<file path="src/rtl/cpu_bus_arbiter_pkg.sv">
// Shared definitions for the two-master CPU bus arbiter.
// Combinational constants only; no latency.
// No flow control of its own.
package cpu_bus_arbiter_pkg;

    typedef enum logic [1:0] {
        ARB_IDLE  = 2'd0,
        ARB_BUSY  = 2'd1,
        ARB_ABORT = 2'd2
    } arb_state_t;

    // Master indices, also the value held in last_grant.
    localparam logic MASTER_FETCH = 1'b0;
    localparam logic MASTER_DATA  = 1'b1;

    // Read data returned to a master whose transaction the watchdog killed.
    localparam logic [31:0] ABORT_RDATA = 32'hFFFF_FFFF;

endpackage

</file>
<file path="src/rtl/cpu_bus_arbiter_pick.sv">
// Two-input arbitration: turns requests plus history into a one-hot winner.
// Purely combinational, zero latency.
// No backpressure; the caller registers the winner.
module cpu_bus_arbiter_pick
    import cpu_bus_arbiter_pkg::*;
(
    input  logic [1:0] requests,
    input  logic       last_grant,
    input  logic       fixed_priority,
    output logic [1:0] winner
);

    // Single requester wins outright; a tie goes to data in fixed mode,
    // otherwise to whichever master was not served last.
    always_comb begin
        winner = requests;
        if (requests == 2'b11) begin
            if (fixed_priority || (last_grant == MASTER_FETCH)) begin
                winner = 2'b10;
            end else begin
                winner = 2'b01;
            end
        end
    end

endmodule

</file>
<file path="src/rtl/cpu_bus_arbiter.sv">
// Shares the CPU memory bus between fetch (m0) and data (m1) with a watchdog.
// Grant is registered (1 cycle request-to-bus); completion ready is combinational.
// Masters hold request until ready; non-granted master simply waits.
module cpu_bus_arbiter
    import cpu_bus_arbiter_pkg::*;
#(
    parameter int PRIORITY_MODE  = 0,
    parameter int TIMEOUT_CYCLES = 1024,
    parameter int TIMEOUT_W      = 11
) (
    input  logic        i_clock,
    input  logic        i_reset,
    input  logic        i_m0_request,
    input  logic        i_m0_rw,
    input  logic [31:0] i_m0_address,
    input  logic [31:0] i_m0_wdata,
    output logic        o_m0_ready,
    output logic [31:0] o_m0_rdata,
    input  logic        i_m1_request,
    input  logic        i_m1_rw,
    input  logic [31:0] i_m1_address,
    input  logic [31:0] i_m1_wdata,
    output logic        o_m1_ready,
    output logic [31:0] o_m1_rdata,
    output logic        o_bus_request,
    output logic        o_bus_rw,
    output logic [31:0] o_bus_address,
    output logic [31:0] o_bus_wdata,
    input  logic        i_bus_ready,
    input  logic [31:0] i_bus_rdata,
    output logic        o_timeout,
    output logic [1:0]  o_grant
);

    localparam bit WDOG_EN = (TIMEOUT_CYCLES != 0);
    // Counter value seen during the last BUSY cycle before expiry.
    localparam logic [TIMEOUT_W-1:0] WDOG_LAST =
        TIMEOUT_W'((TIMEOUT_CYCLES > 0) ? (TIMEOUT_CYCLES - 1) : 0);
    localparam logic [TIMEOUT_W-1:0] WDOG_MAX = '1;

    arb_state_t           state;
    arb_state_t           state_nxt;
    logic [1:0]           grant;
    logic                 last_grant;
    logic [TIMEOUT_W-1:0] wdog;
    logic                 timeout_flag;
    logic [1:0]           winner;

    logic                 owner_request;
    logic                 owner_rw;
    logic [31:0]          owner_address;
    logic [31:0]          owner_wdata;
    logic                 busy;
    logic                 expire;
    logic                 complete;

    cpu_bus_arbiter_pick u_pick (
        .requests       ({i_m1_request, i_m0_request}),
        .last_grant     (last_grant),
        .fixed_priority (PRIORITY_MODE != 0),
        .winner         (winner)
    );

    // Select the granted master's request fields; nothing is latched so the
    // master may update address/wdata while it waits.
    always_comb begin
        if (grant[MASTER_DATA]) begin
            owner_request = i_m1_request;
            owner_rw      = i_m1_rw;
            owner_address = i_m1_address;
            owner_wdata   = i_m1_wdata;
        end else begin
            owner_request = i_m0_request;
            owner_rw      = i_m0_rw;
            owner_address = i_m0_address;
            owner_wdata   = i_m0_wdata;
        end
    end

    assign busy     = (state == ARB_BUSY);
    // A ready in the expiry cycle wins; a dropped request never aborts.
    assign expire   = busy && owner_request && WDOG_EN && (wdog == WDOG_LAST) && !i_bus_ready;
    assign complete = busy && owner_request && (i_bus_ready || expire);

    // State register.
    always_ff @(posedge i_clock) begin
        if (i_reset) begin
            state <= ARB_IDLE;
        end else begin
            state <= state_nxt;
        end
    end

    // Next state: a dropped request, a ready, or an expiry all leave BUSY.
    always_comb begin
        state_nxt = state;
        case (state)
            ARB_IDLE:  if (i_m0_request || i_m1_request) state_nxt = ARB_BUSY;
            ARB_BUSY: begin
                if (!owner_request || i_bus_ready) state_nxt = ARB_IDLE;
                else if (expire)                   state_nxt = ARB_ABORT;
            end
            ARB_ABORT: state_nxt = ARB_IDLE;
            default:   state_nxt = ARB_IDLE;
        endcase
    end

    // Grant, fairness history, watchdog and sticky timeout flag. An aborted
    // transaction still counts as served so round-robin stays fair.
    always_ff @(posedge i_clock) begin
        if (i_reset) begin
            grant        <= 2'b00;
            last_grant   <= MASTER_DATA;
            wdog         <= '0;
            timeout_flag <= 1'b0;
        end else if (state == ARB_IDLE) begin
            grant <= winner;
            wdog  <= '0;
        end else if (busy) begin
            if (complete) last_grant <= grant[MASTER_DATA];
            if (expire) timeout_flag <= 1'b1;
            if (wdog != WDOG_MAX) wdog <= wdog + 1'b1;
        end
    end

    // Outputs: bus muxed from the owner only in BUSY; ready steered to the owner.
    always_comb begin
        o_bus_request = 1'b0;
        o_bus_rw      = 1'b0;
        o_bus_address = 32'd0;
        o_bus_wdata   = 32'd0;
        o_m0_ready    = 1'b0;
        o_m1_ready    = 1'b0;
        o_m0_rdata    = i_bus_rdata;
        o_m1_rdata    = i_bus_rdata;
        o_grant       = 2'b00;
        if (busy) begin
            o_bus_request = owner_request;
            o_bus_rw      = owner_rw;
            o_bus_address = owner_address;
            o_bus_wdata   = owner_wdata;
            o_m0_ready    = complete && grant[MASTER_FETCH];
            o_m1_ready    = complete && grant[MASTER_DATA];
            o_grant       = grant;
            if (expire) begin
                o_m0_rdata = ABORT_RDATA;
                o_m1_rdata = ABORT_RDATA;
            end
        end
    end

    assign o_timeout = timeout_flag;

endmodule

</file>
<file path="config.mk">
export PLATFORM = sky130hd
export DESIGN_NAME = cpu_bus_arbiter
export DESIGN_NICKNAME = d
export VERILOG_FILES = /design/src/rtl/cpu_bus_arbiter_pkg.sv /design/src/rtl/cpu_bus_arbiter_pick.sv /design/src/rtl/cpu_bus_arbiter.sv
export SDC_FILE = /design/constraint.sdc
export NUM_CORES = 1
export LEC_CHECK = 0
export ABC_AREA = 1
export CAP_MARGIN = 15
export CELL_PAD_IN_SITES_DETAIL_PLACEMENT = 1
export CELL_PAD_IN_SITES_GLOBAL_PLACEMENT = 1
export CORE_MARGIN = 3
export CORE_UTILIZATION = 14
export DETAILED_ROUTE_END_ITERATION = 10
export HOLD_SLACK_MARGIN = 0.03
export PLACE_DENSITY_LB_ADDON = 0.3
export SYNTH_ARGS = -nofsm -noshare
export SYNTH_HDL_FRONTEND = slang
export SYNTH_SLANG_ARGS = --single-unit
</file>
<file path="constraint.sdc">
create_clock -name i_clock -period 2.65 [get_ports i_clock]
set_input_delay 0.53 -clock i_clock [delete_from_list [all_inputs] [get_ports i_clock]]
set_output_delay 0.53 -clock i_clock [all_outputs]
set_load 0.05 [all_outputs]
</file>
After elaboration in Yosys (flattened, before gate mapping):

Index checks and enable logic that the tools add are counted.

* bits in registers: 17
* bits of input ports: 167
* output and inout port bits: 135
* word-level logic and storage cells: 49

* add/sub/neg operators: 1
* equality and inequality tests: 6
* multiplexer cells: 19
* bitwise operators: 1
* reduce and logical (&&, ||, !) cells: 17

Operators with widths (count)
* 2-to-1 mux 32 bit: 6
* 2-to-1 mux 2 bit: 6
* adder 11 x 1 -> 11 bit (second input constant): 1
* equality test 11 x 10 -> 1 bit (second input constant): 1
* != test 11 bit (second input constant): 1
* logical AND 1 bit: 6
* 2-to-1 mux 1 bit: 6
* AND reduction 3 bit: 2
* one-hot mux 2 bit (2 select lines): 1
* AND reduction 2 bit: 2
* logical OR 1 bit: 3
* != test 3 x 1 -> 1 bit (second input constant): 1
* equality test 2 x 1 -> 1 bit (second input constant): 1
* equality test 2 bit (second input constant): 1
* zero test 1 bit: 2
* zero test 2 bit: 1
* != test 2 bit (second input constant): 1
* OR reduction 2 bit: 1
* inverter 1 bit: 1

Longest topological paths before layout:

Gate-level depths: netlist of run 1.

* depth after elaboration: 8
* mapped depth: 9
* mapped depth without buffers: 9

By module:

Synthesis of run 1 repeated with hierarchy kept, for this count alone.

* cells, all modules: 459
* area, all modules: 2434.8 sq um

By module, submodules not included
* cpu_bus_arbiter: instances 1, cells an instance 449, area an instance 2393.5 sq um, sequential area each 340.3 sq um
* cpu_bus_arbiter_pick: instances 1, cells an instance 10, area an instance 41.3 sq um, sequential area each 0.0 sq um

Worst setup path before layout of run 1:

Ideal clock, no wire load.

* kind: reg2out
* from: register wdog[0]
* to: output port o_m1_rdata[25]
* arrival time: 2004 ps
* required time: 2120 ps
* path slack: 116 ps
* stages on the path, launching flop included: 9
* buffers on the path: 2
* cells stage by stage: dfxtp_1 -> ha_1 -> inv_1 -> nor2_4 -> nand3_4 -> nor3_4 -> buf_6 -> or2_1 -> buf_4

* longest elaborated chain between the ends: 5

RTL lines
* start: declaration: line cpu_bus_arbiter.sv:45 `logic [TIMEOUT_W-1:0] wdog;`
* start signal: assignment: line cpu_bus_arbiter.sv:122 `if (wdog != WDOG_MAX) wdog <= wdog + 1'b1;`
* equality test 11 x 10 -> 1 bit: line cpu_bus_arbiter.sv:82 `assign expire = busy && owner_request && WDOG_EN && (wdog == WDOG_LAST) && !i_bus_ready;`
* logical AND 1 bit (2 in a row): line cpu_bus_arbiter.sv:82
* 2-to-1 mux 32 bit (2 in a row)
* end: declaration: line cpu_bus_arbiter.sv:24 `output logic [31:0] o_m1_rdata,`

No other way between the ends.

Worst setup path after layout of run 1:

* from: register wdog[0]
* to: output port o_m0_rdata[10]

* longest elaborated chain between the ends: 5

RTL lines
* equality test 11 x 10 -> 1 bit: line cpu_bus_arbiter.sv:82
* logical AND 1 bit (2 in a row): line cpu_bus_arbiter.sv:82
* 2-to-1 mux 32 bit: line cpu_bus_arbiter.sv:145 `if (expire) begin`
* 2-to-1 mux 32 bit: line cpu_bus_arbiter.sv:137 `if (busy) begin`
* end: declaration: line cpu_bus_arbiter.sv:18 `output logic [31:0] o_m0_rdata,`

No other way between the ends.

==> flow_summary.yaml, run 1 <==
place:
  dp.cells: 891
  numPortBuffers: 301
  dp_hpwl_microns: 12900
  pre_cts_ws_ns: -0.0538
  gp_congestion: 0.780
synthesis:
  synth_nets: 586
  synth_cell_type_count: 31
  synth_edf_count: 0
  async_flop_share: 0
  synth.most_common_cell: "nand2_1"
  synth_seq_cells: 17
  synthCells: 418
  ys_seq_area_frac: 0.149
  ys_top_cells_by_count: "nand2_1 (161), a21oi_1 (72), buf_4 (33)"
  yosys.area.top_type: "nand2_1"
  synth.cell_area_sq_um: 2290
  syn_area_per_cell_sq_um: 5.48
  synth_flop_cell: "dfxtp_1"
  yosys-top-cells-area: "nand2_1 (26%), a21oi_1 (16%), dfxtp_1 (15%)"
  netlist.area_leader.share: 0.264
  yosys_warnings: 0
global_route:
  overflow: 0
  grt_max_degree: 34
  grt_use_total: 0.151
  antenna_found_initial: 0
  grt_pass1_wl_microns: 22100
  grt_pass1_vias: 4029
layout:
  area_growth_pct: 203
  antenna_cells: 0
  fin_nets: 853
  layout.cells.non_filler: 900
  utilization: 0.435
  nFillCells: 1837
  drive_above_1_share: 0.298
critical_path:
  cp.required_ns: 2.12
  critPathLaunchType: "register"
  crit_end: "o_m0_rdata[10]"
  ff2ff_path_depth: 8
  reg2reg_slack_ns: 0.88
  crit_path_start: "wdog[0]"
  r2r_end: "wdog[6]"
  endpoint_kind: "output port"
  critical_path.max_fanout: 17
  cp.arrival_ns: 2.00
  r2r-start: "wdog[0]"
  crit_type: "reg2out"
die:
  die_w_microns: 134
  initial_utilization: 0.144
  rows: 46
  die_area_sq_um: 17900
  die_y_microns: 134
  io_pins: 302
  coreArea_sq_um: 15900
timing:
  period_needed_ns: 2.53
  fin_skew_ns: 0.000936
  tns_ns: 0
  max_slew.worst_pin.slew_ns: 0.585
  setup_viol: 0
  slew_headroom: 0.609
  finalHoldViolCount: 0
  fmax_mhz: 395
  fin_ws_ns: 0.117
  timing_max_transition_violations_final: 0
  post-route-period-util: 0.956
clock_network:
  clkSlewWorstSetupHoldPaths_ns: 0.05
  clock_sinks: 17
  htree_levels: 1
  worstSkewPairLatency_ns: 0.25
  clockRootBuffer: "clkbuf_16"
  tritoncts: "done"
  clk_path_buf_depth: 2
  cts_buffers: 3
pwr:
  p_total_w: 0.00214
  p_leak_nw: 2.86
  peakVddDrop_mv: 0.165
  p_per_area_nw_per_um2: 308
routing:
  dr.pass1.iters: 5
  route.vias.total: 3768
  antenna_left: 0
  viasPerCell: 4.19
  wl_per_cell_microns: 16.8
  drc_errors: 0
  wirelength_microns: 15100
  drt_iter0_markers: 74
job:
  cap_violations: 0
run_status:
  status: "finished clean"
min_path:
  hold_class: "reg2reg"
[metrics by stage]
stage	hold slack (ns)	instance area, sq um
2_1_floorplan	0.431	2290
3_3_place_gp	0.463	6670
3_5_place_dp	0.478	6670
5_1_grt	0.535	6930
6_report	0.479	6930
4_1_cts	0.490	6770
[critical path, stage by stage, from the launching register on]
cell	delay, ns
dfxtp_4	0.38
ha_4	0.16
inv_1	0.06
nor2_4	0.15
nand3_4	0.12
nor3_4	0.25
buf_4	0.17
buf_12	0.14
or2_4	0.17
buf_12	0.14
[cells in the final DEF, fill, tap and decap left out, types with 2 or more instances in the layout]
master	Yosys	final
nand3_1	6	6
a21oi_1	72	72
xor2_1	4	4
buf_12	0	136
nor2_4	2	2
nor2_2	2	3
nor2_1	24	23
clkdlybuf4s50_1	0	165
dlymetal6s2s_1	0	2
clkbuf_16	0	4
o21ai_0	6	6
or2_4	0	32
nand2_1	161	160
inv_1	19	17
inv_2	0	2
buf_8	0	2
nand4_1	2	2
nand2_2	1	2
buf_4	33	14
dfxtp_1	17	14
dfxtp_2	0	2
[cell type report]
| class | count | area (sq um) | share of cell area |
|---|---|---|---|
| repair buffers | 320 | 4560 | 0.658 |
| multi-input cells | 323 | 1600 | 0.231 |
| flip-flops and latches | 17 | 347 | 0.0500 |
| well taps | 216 | 270 | 0.0390 |
| clock buffers | 4 | 78.8 | 0.0114 |
| inverters | 20 | 75.1 | 0.0108 |
[logic make-up after synthesis]
family / share of synthesized area
adder cells (fa/ha/maj): 0.00546
XOR/XNOR: 0.0153
flip-flops: 0.149
buffers and inverters: 0.196
AND/OR/NAND/NOR: 0.447
AO/OA/AOI/OAI: 0.188
[what timing repair did]
| action | CTS | global route |
|---|---|---|
| hold buffers | 0 | 0 |
| resized for setup | 7 | 40 |
| pin swaps | 0 | 5 |
| buffers inserted | 0 | 4 |
| cloned | 0 | 1 |
| setup endpoints to repair | 27 | 66 |
[flip-flops by register name (all words and copies together) (netlist names)]
register / flops
grant: 2
last_grant: 1
o_timeout: 1
state: 2
wdog: 11
[routing by layer]
| metal | track usage | routed length [microns] | part of all wire | up-vias |
|---|---|---|---|---|
| met5 | 0 | 0 | 0 | - |
| met4 | 0.0211 | 127 | 0.0084 | 0 |
| met3 | 0.0536 | 1520 | 0.10 | 9 |
| met2 | 0.297 | 8240 | 0.54 | 214 |
| met1 | 0.157 | 5260 | 0.35 | 1727 |
| li1 | - | - | - | 1818 |
[power by group]
| part | internal (W) | switching, W |
|---|---|---|
| Sequential | 0.000261 | 0.00000547 |
| Combinational | 0.000773 | 0.000791 |
| Clock | 0.000204 | 0.000102 |
[worst min-delay path by stage]
stage	start	to	slack [ns]	cells past startpoint
after detailed placement	last_grant	grant[1]	0.48	1
after CTS	last_grant	grant[1]	0.49	1
after global routing	last_grant	grant[1]	0.53	1
after floorplan	last_grant	grant[1]	0.43	1
final	o_timeout	o_timeout	0.48	2
after global placement	last_grant	grant[1]	0.46	1
(Power assumes the default switching activity.)
==> run 2, diff against run 1 <==
SKIP_LAST_GASP = 1   (was not set)
==> results of run 2 <==
Same layout as run 1: the final DEF is identical, and so are final timing and power.
